[config.mk]
export PLATFORM = sky130hd
export DESIGN_NAME = osd_video_mixer
export DESIGN_NICKNAME = d
export VERILOG_FILES = /design/src/rtl/osd_pkg.sv /design/src/rtl/boxcar_avg.sv /design/src/rtl/osd_video_mixer.sv
export SDC_FILE = /design/constraint.sdc
export NUM_CORES = 1
export LEC_CHECK = 0
export ABC_AREA = 1
export CORE_MARGIN = 5
export CORE_UTILIZATION = 57
export DETAILED_ROUTE_END_ITERATION = 8
export PLACE_DENSITY = 0.85
export SLEW_MARGIN = 20
export SYNTH_ARGS = -nofsm -noshare
export SYNTH_HDL_FRONTEND = slang
export SYNTH_SLANG_ARGS = --single-unit
[constraint.sdc]
create_clock -name CK_i -period 5.55 [get_ports CK_i]
set_input_delay 1.665 -clock CK_i [delete_from_list [all_inputs] [get_ports CK_i]]
set_output_delay 1.665 -clock CK_i [all_outputs]
set_load 0.005 [all_outputs]
[src/rtl/osd_pkg.sv]
// Shared constants and the OSD level-select helper for the video mixer slice.
package osd_pkg;

  localparam int C_LVL_CHAR   = 220;
  localparam int C_LVL_FUCHI  = 0;
  localparam int C_LVL_BG     = 110;
  localparam int C_H_TOTAL    = 910;
  localparam int C_HD_POS_DEF = C_H_TOTAL - 1;

  typedef enum logic [1:0] {
    SEL_BG    = 2'd0,
    SEL_CHAR  = 2'd1,
    SEL_FUCHI = 2'd2
  } lvl_sel_e;

  // Character beats outline; a masked outline falls back to background.
  function automatic lvl_sel_e osd_select(input logic osd_on,
                                          input logic chr,
                                          input logic fuchi,
                                          input logic fuchi_mask);
    lvl_sel_e sel;
    sel = SEL_BG;
    if (osd_on) begin
      if (chr)                     sel = SEL_CHAR;
      else if (fuchi && !fuchi_mask) sel = SEL_FUCHI;
    end
    return sel;
  endfunction

endpackage

[src/rtl/boxcar_avg.sv]
// Running-sum boxcar averager over 2**C_AVG_LOG2 samples with warm-up valid and sync clear.
module boxcar_avg #(
  parameter int C_DAT_W    = 10,
  parameter int C_AVG_LOG2 = 3
) (
  input  logic               clk_sys,
  input  logic               rst_b,
  input  logic               sample_en,
  input  logic               clr,
  input  logic [C_DAT_W-1:0] din,
  output logic [C_DAT_W-1:0] avg,
  output logic               vld
);

  localparam int N     = 1 << C_AVG_LOG2;
  localparam int SUM_W = C_DAT_W + C_AVG_LOG2;
  localparam int WC_W  = (C_AVG_LOG2 > 0) ? C_AVG_LOG2 : 1;

  logic [C_DAT_W-1:0] dly [N];
  logic [SUM_W-1:0]   sum;
  logic [WC_W-1:0]    warm_cnt;

  // The sum never exceeds N*max(din), so modular add/subtract stays exact.
  always_ff @(posedge clk_sys or negedge rst_b) begin
    if (!rst_b) begin
      for (int i = 0; i < N; i++) dly[i] <= '0;
      sum      <= '0;
      warm_cnt <= '0;
      vld      <= 1'b0;
    end else if (clr) begin
      for (int i = 0; i < N; i++) dly[i] <= '0;
      sum      <= '0;
      warm_cnt <= '0;
      vld      <= 1'b0;
    end else if (sample_en) begin
      dly[0] <= din;
      for (int i = 1; i < N; i++) dly[i] <= dly[i-1];
      sum <= sum + SUM_W'(din) - SUM_W'(dly[N-1]);
      if (!vld) begin
        warm_cnt <= warm_cnt + WC_W'(1);
        if (warm_cnt == WC_W'(N - 1)) vld <= 1'b1;
      end
    end
  end

  assign avg = C_DAT_W'(sum >> C_AVG_LOG2);

endmodule

[src/rtl/osd_video_mixer.sv]
// Glue between timing generator, character generator and encoder:
// clock-enable prescaler, XHD/XVD strobes, OSD luma mixer and output averager.
module osd_video_mixer
  import osd_pkg::*;
#(
  parameter int C_CE_DIV    = 4,
  parameter int C_HD_POS    = C_HD_POS_DEF,
  parameter int C_YY_W      = 8,
  parameter int C_DAT_W     = 10,
  parameter int C_AVG_LOG2  = 3,
  parameter int C_AVG_ON_EE = 0
) (
  input  logic               CK_i,
  input  logic               XAR_i,
  output logic               CK_EE_o,
  input  logic [9:0]         HCTRs_i,
  input  logic [9:0]         VCTRs_i,
  output logic               XHD_o,
  output logic               XVD_o,
  input  logic               CHAR_i,
  input  logic               FUCHI_i,
  input  logic               OSD_ON_i,
  input  logic               FUCHI_MASK_i,
  input  logic [C_YY_W-1:0]  LVL_CHAR_i,
  input  logic [C_YY_W-1:0]  LVL_FUCHI_i,
  input  logic [C_YY_W-1:0]  LVL_BG_i,
  output logic [C_YY_W-1:0]  YYs_o,
  input  logic [C_DAT_W-1:0] VIDEOs_i,
  input  logic               AVG_CLR_i,
  output logic [C_DAT_W-1:0] VIDEOs_AVG_o,
  output logic               AVG_VLD_o
);

  localparam int CNT_W = (C_CE_DIV > 1) ? $clog2(C_CE_DIV) : 1;

  logic [CNT_W-1:0]  ce_cnt;
  logic              ce_last;
  lvl_sel_e          sel;
  logic [C_YY_W-1:0] yy_next;
  logic              avg_s;

  assign ce_last = (ce_cnt == CNT_W'(C_CE_DIV - 1));

  always_ff @(posedge CK_i or negedge XAR_i) begin
    if (!XAR_i) begin
      ce_cnt  <= '0;
      CK_EE_o <= 1'b0;
    end else begin
      ce_cnt  <= ce_last ? '0 : ce_cnt + CNT_W'(1);
      CK_EE_o <= ce_last;
    end
  end

  always_comb begin
    sel = osd_select(OSD_ON_i, CHAR_i, FUCHI_i, FUCHI_MASK_i);
    case (sel)
      SEL_CHAR:  yy_next = LVL_CHAR_i;
      SEL_FUCHI: yy_next = LVL_FUCHI_i;
      default:   yy_next = LVL_BG_i;
    endcase
  end

  // Strobes and mixer advance on the registered enable, so they lag it by one edge.
  always_ff @(posedge CK_i or negedge XAR_i) begin
    if (!XAR_i) begin
      XHD_o <= 1'b1;
      XVD_o <= 1'b1;
      YYs_o <= '0;
    end else if (CK_EE_o) begin
      XHD_o <= ~(HCTRs_i == 10'(C_HD_POS));
      XVD_o <= ~(VCTRs_i == 10'd0);
      YYs_o <= yy_next;
    end
  end

  assign avg_s = (C_AVG_ON_EE != 0) ? CK_EE_o : 1'b1;

  boxcar_avg #(
    .C_DAT_W    (C_DAT_W),
    .C_AVG_LOG2 (C_AVG_LOG2)
  ) u_avg (
    .clk_sys   (CK_i),
    .rst_b     (XAR_i),
    .sample_en (avg_s),
    .clr       (AVG_CLR_i),
    .din       (VIDEOs_i),
    .avg       (VIDEOs_AVG_o),
    .vld       (AVG_VLD_o)
  );

endmodule

==> results.tsv, run 1 <==
metric	value	unit
synth warn	0	
post-route setup slack	1.92	ns
Total GRT Usage	18.9	%
die width	104	um
mux cell area share after synthesis	0	%
Max Clock Skew	0.0154	ns
Mapped Avg Cell Area	8.67	um^2
Crit. End Element	flip-flop	
worst endpoint required time	5.82	ns
die height	104	um
Synth Area in Adders	8.03	%
Clk pin slew, worst setup/hold paths	0.12	ns
dpl hpwl	7.39	mm
Post-Syn Area	4990	um^2
H-tree depth	3	
final net count	735	
drc violations	0	
Synth Area in Compound Gates	2.86	%
layout cells sized above 1	5.21	%
Post-Layout Inst Area	6010	um^2
dpl ws	1.55	ns
Crit-path slowest cell	fa_1	
num rows	34	
area of the multi-input gates	1530	um^2
Design Power	2.13	mW
vias in the first global route	3634	
Worst-Skew Late Latency	0.37	ns
CTS Buf Count	9	
hold_buf cts	0	
first-pass GRT wire length	16.6	mm
clock buffer depth	2	
clock sink count	110	
initial drt markers	133	
Setup TNS Final	0	ns
Post-CTS Setup Inserts	0	
xor-xnor portion of the synthesized cell area	0.176	%
delay-heaviest family, CP	adder cells	
post-route ant nets	0	
input/output buffers	82	
DR WL/cell	13.0	um
Ports	83	
Pre-Repair DR Iteration Count	5	
Sequential cell area	2760	um^2
Pwr Density	355	nW/um^2
slowest stage delay, CP	0.53	ns
diodes inserted	0	
most common cell after layout, fill and taps aside	inv_1	
Synthesized Nets	662	
antenna violations before repair	0	
Critical Path Start Type	input pin	
TritonCTS clock tree	done	
status	completed	
GR Overflow Total	0	
Worst Hold Class	reg2reg	
top achievable clock speed	0.275	GHz
commonest cells after routing, fill and taps aside	145 x inv_1, 119 x nor2_1, 108 x dfrtp_1	
largest net degree at the start of global routing	85	
final core occ	69.6	%
flops & latches, synth	110	
max-cap check violation count	0	
RSZ-0062 raised after global routing	no	
Via-to-Cell Ratio	4.83	
most used cell along the critical path	nand2_1	
CP max FO	6	
post-cts resize count	0	
GP Congestion	0.873	
critical setup path kind	in2reg	
Crit path buffers/inverters	3	
via count	3672	
Cell Chain, Critical Path	clkdlybuf4s50_1 > inv_1 > fa_1 > inv_1 > ha_1 > nand2_1 > nand2_1 > nand2_1 > nand2_1 > a21oi_1 > nand2_1 > nand2_1 > nor2_1	
Placeable Area	8640	um^2
Cell Area, Placed	5820	um^2
peak supply drop	0.159	mV
Lkg Pwr	3.07	nW
setup violators final	0	
Die Area	10700	um^2
slew margin rel.	43.7	%
root buf cell	clkbuf_8	
Fill cells	651	
Post-Synthesis Cells	575	
Synth Area in Simple Gates	19.6	%
period utilization	65.5	%
CP arrival	3.91	ns
Initial Util	57.7	%
final hold vios	0	
combinational family with the most area after synthesis	simple AND/OR/NAND/NOR gates	
Layout area overhead	20.5	%
wirelength, routed	9.89	mm
Synth cell types	27	
sequential element share of the synthesized area	55.3	%
Worst-Margin Slew	0.844	ns
fin crit period	3.63	ns
Final Max Slew Viols	0	
worst paths after layout:
check                                       startpoint                       to  slack (ns)  cells past startpoint
worst max-delay path                       VIDEOs_i[3]   u_avg.sum[6]$_DFF_PN0_        1.92                     13
worst min-delay path               ce_cnt[0]$_DFF_PN0_      ce_cnt[0]$_DFF_PN0_        0.45                      1
worst max register to register  u_avg.sum[4]$_DFF_PN0_   u_avg.sum[6]$_DFF_PN0_        3.33                     12
worst min register to register     ce_cnt[0]$_DFF_PN0_      ce_cnt[0]$_DFF_PN0_        0.45                      1
max in group asynchronous                        XAR_i        XVD_o$_DFFE_PN1P_        3.11                      2
min in group asynchronous                        XAR_i  u_avg.sum[10]$_DFF_PN0_        1.38                      1
worst reg2reg max path, delay by kind of cell (launching register included):
family | cells | cell delay [ns]
AO/OA/AOI/OAI | 1 | 0.25
adder cells (fa/ha/maj) | 2 | 0.86
buffers and inverters | 3 | 0.15
flip-flops | 1 | 0.39
AND/OR/NAND/NOR | 6 | 0.49
layout make-up:
class | count | area share, %
timing repair buffer | 84 | 13.8
tap | 108 | 2.25
clock buffer | 9 | 2.06
sequential | 110 | 45.8
inverter | 151 | 9.43
multi-input combinational | 292 | 25.5
clock inverter | 7 | 1.15
power breakdown:
group          switching, mW  internal, mW  total, mW
Sequential            0.0312         0.856      0.887
Combinational          0.462         0.314      0.776
Clock                  0.291         0.179      0.470
Total                  0.785          1.35       2.13
synth_stat cells:
cell type,n,area (um^2)
nor2_1,119,447
dfrtp_1,108,2700
nand3_2,2,20.0
buf_2,10,50.1
buf_4,10,75.1
xor2_1,1,8.76
nor3b_1,2,15.0
nand2_2,1,6.26
a31oi_1,1,6.26
o21ai_0,4,20.0
fa_1,10,200
nand3_1,22,110
a21oi_1,21,105
clkbuf_1,2,7.51
inv_2,4,15.0
nor3_4,1,16.3
nand4_1,2,12.5
o22ai_1,1,6.26
nor2_4,1,11.3
nor2_2,3,18.8
nor4_1,3,18.8
clkinv_1,2,7.51
dfstp_2,2,52.6
nand2_1,81,304
o21ai_1,1,5.00
inv_1,145,544
ha_1,16,200
state kept, by name, summed over array words and instances, names as in the netlist:
register        cells
u_avg.dly          80
u_avg.sum          13
YYs_o               8
u_avg.warm_cnt      3
ce_cnt              2
CK_EE_o             1
XHD_o               1
XVD_o               1
u_avg.vld           1
routing by layer:
| layer | up-vias | global-route usage [%] | wire, um |
|---|---|---|---|
| met5 | - | 0 | 0 |
| met4 | 0 | 8.81 | 270 |
| met3 | 28 | 4.42 | 404 |
| met2 | 94 | 30.6 | 5100 |
| met1 | 1756 | 24.2 | 4120 |
| li1 | 1794 | - | - |
logic make-up after synthesis:
logic type | count (synthesis)
XOR/XNOR | 1
flip-flops | 110
buffers and inverters | 173
AND/OR/NAND/NOR | 237
AO/OA/AOI/OAI | 28
adder cells (fa/ha/maj) | 26
through the flow:
step / std cells / hold slack [ns]
floorplan: 575 / 0.403
global placement: 745 / 0.413
detailed placement: 745 / 0.441
CTS: 761 / 0.455
global route: 761 / 0.460
finish: 761 / 0.450
Power figures use the tool's default switching activity.
==> run 2, diff against run 1 <==
- CORE_UTILIZATION: 57 -> 48
- PLACE_DENSITY: 0.85 -> 0.76
- clock period: 5.55 -> 3.2 ns (I/O delays scaled with it)
==> run 2 against run 1 <==
Hold slack lost 0.0098 ns; cell count grew 4.5%; first-iteration DRC count grew 2.3%; die area grew 17%; critical path type unchanged; critical endpoint is now u_avg.sum[5]$_DFF_PN0_; highest routed layer unchanged.
==> results.tsv, run 2 (synthesized netlist as in run 1, its figures left out) <==
metric	value	unit	change
worst endpoint required time	3.47	ns	-2.35 ns
delay-heaviest family, CP	adder cells		
peak supply drop	0.313	mV	+97%
Ports	83		unchanged
period utilization	87.5	%	
Crit-path slowest cell	fa_1		
H-tree depth	3		unchanged
root buf cell	clkbuf_8		
Max Clock Skew	0.0162	ns	+0.000762 ns
num rows	37		+8.8%
Via-to-Cell Ratio	4.46		-7.6%
Worst-Skew Late Latency	0.38	ns	about the same
Final Max Slew Viols	0		unchanged
antenna violations before repair	0		unchanged
hold_buf cts	0		unchanged
post-route ant nets	0		unchanged
fin crit period	2.80	ns	
Reg2Reg Setup Slack	1.09	ns	-2.24 ns
TritonCTS clock tree	done		
Fill cells	883		+36%
top achievable clock speed	0.357	GHz	
final net count	741		+0.82%
most common cell after layout, fill and taps aside	inv_1		
Die Area	12500	um^2	+17%
layout cells sized above 1	6.07	%	+0.86 points
critical setup path kind	in2reg		
dpl ws	0.00531	ns	-1.55 ns
setup violators final	0		unchanged
max-cap check violation count	0		unchanged
Cell Chain, Critical Path	clkdlybuf4s50_1 > inv_1 > fa_1 > inv_1 > ha_1 > nand2_1 > nand3_2 > a21oi_1 > nand2_1 > nand2_1 > nor2_1		
Layout area overhead	22.8	%	
via count	3544		-3.5%
commonest cells after routing, fill and taps aside	145 x inv_1, 119 x nor2_1, 108 x dfrtp_1		
Initial Util	48.7	%	-9.0 points
Lkg Pwr	3.11	nW	+1.3%
most used cell along the critical path	nand2_1		
GP Congestion	0.834		-4.4%
initial drt markers	136		+2.3%
slew margin rel.	53.2	%	+9.4 points
vias in the first global route	3591		-1.2%
Inst Count DP	779		+4.6%
CTS Buf Count	9		unchanged
slowest stage delay, CP	0.54	ns	about the same
Crit. End Element	flip-flop		
Pre-Repair DR Iteration Count	4		-1
Critical Path Start Type	input pin		
input/output buffers	82		unchanged
die width	112	um	+8.1%
Worst Hold Class	reg2reg		
CP arrival	3.07	ns	-0.84 ns
Top Registers	u_avg.dly x80, u_avg.sum x13, YYs_o x8		
diodes inserted	0		unchanged
Crit path buffers/inverters	3		unchanged
clock buffer depth	2		unchanged
die height	112	um	+8.1%
drc violations	0		unchanged
RSZ-0062 raised after global routing	no		
CP max FO	7		+1
number of flip-flops in the largest register	80		unchanged
final core occ	59.8	%	-9.8 points
clock sink count	110		unchanged
post-route setup slack	0.400	ns	-1.52 ns
Clk pin slew, worst setup/hold paths	0.10	ns	-0.02 ns
Worst-Margin Slew	0.702	ns	-0.141 ns
dpl hpwl	7.33	mm	-0.85%
final non-filler cell total	795		+4.5%
most flop-heavy register	u_avg.dly		
Post-CTS Setup Inserts	0		unchanged
status	completed		
largest net degree at the start of global routing	57		-33%
wirelength, routed	9.73	mm	-1.6%
Pwr Density	614	nW/um^2	+73%
Total GRT Usage	16.7	%	-2.2 points
post-cts resize count	0		unchanged
first-pass GRT wire length	16.9	mm	+1.7%
Placeable Area	10200	um^2	+18%
DR WL/cell	12.2	um	-5.8%
GR Overflow Total	0		unchanged
Setup TNS Final	0	ns	unchanged
final hold vios	0		unchanged
run 2: cell types whose count changed in the layout (fill, tap and decap cells not counted), sizes merged:
cell	before	now
inv	155	152
bufinv	0	1
clkinv	3	5
buf	4	10
run 2: worst paths after layout:
check | start | end | cells after the start
setup / recovery | VIDEOs_i[2] | u_avg.sum[5]$_DFF_PN0_ | 11
hold / removal | ce_cnt[0]$_DFF_PN0_ | ce_cnt[0]$_DFF_PN0_ | 1
setup reg to reg | u_avg.sum[3]$_DFF_PN0_ | u_avg.sum[6]$_DFF_PN0_ | 12
hold reg to reg | ce_cnt[0]$_DFF_PN0_ | ce_cnt[0]$_DFF_PN0_ | 1
max in group asynchronous | XAR_i | u_avg.dly[79]$_DFF_PN0_ | 2
min in group asynchronous | XAR_i | u_avg.dly[44]$_DFF_PN0_ | 1
run 2: layer usage:
layer	up-vias	track usage [%]	share of wire (%)
met4	0	4.30	1.5
met2	61	28.3	51
met5	-	0	0
met1	1660	21.5	44
met3	14	4.29	3.9
li1	1809	-	-
run 2: stage by stage:
step / area, um^2 / hold WS, ns / power, mW
4_1_cts: 6120 / 0.451 / 3.81
5_1_grt: 6120 / 0.464 / 4.08
3_3_place_gp: 5900 / 0.414 / 2.88
6_report: 6120 / 0.440 / 3.76
3_5_place_dp: 5900 / 0.437 / 2.90
2_1_floorplan: 4990 / 0.403 / 2.51
run 2: area by class of cell:
type / instances / area, um^2 / share of cell area (%)
sequential: 110 / 2760 / 45.0
multi-input combinational: 292 / 1530 / 25.0
timing repair buffer: 90 / 873 / 14.3
inverter: 151 / 567 / 9.26
tap: 136 / 170 / 2.78
clock buffer: 9 / 124 / 2.02
clock inverter: 7 / 100 / 1.64
run 2: power by group:
part / internal [mW] / leakage (nW) / switching (mW)
logic: 0.549 / 1.53 / 0.767
clock network: 0.388 / 0.112 / 0.509
registers: 1.48 / 1.47 / 0.0613
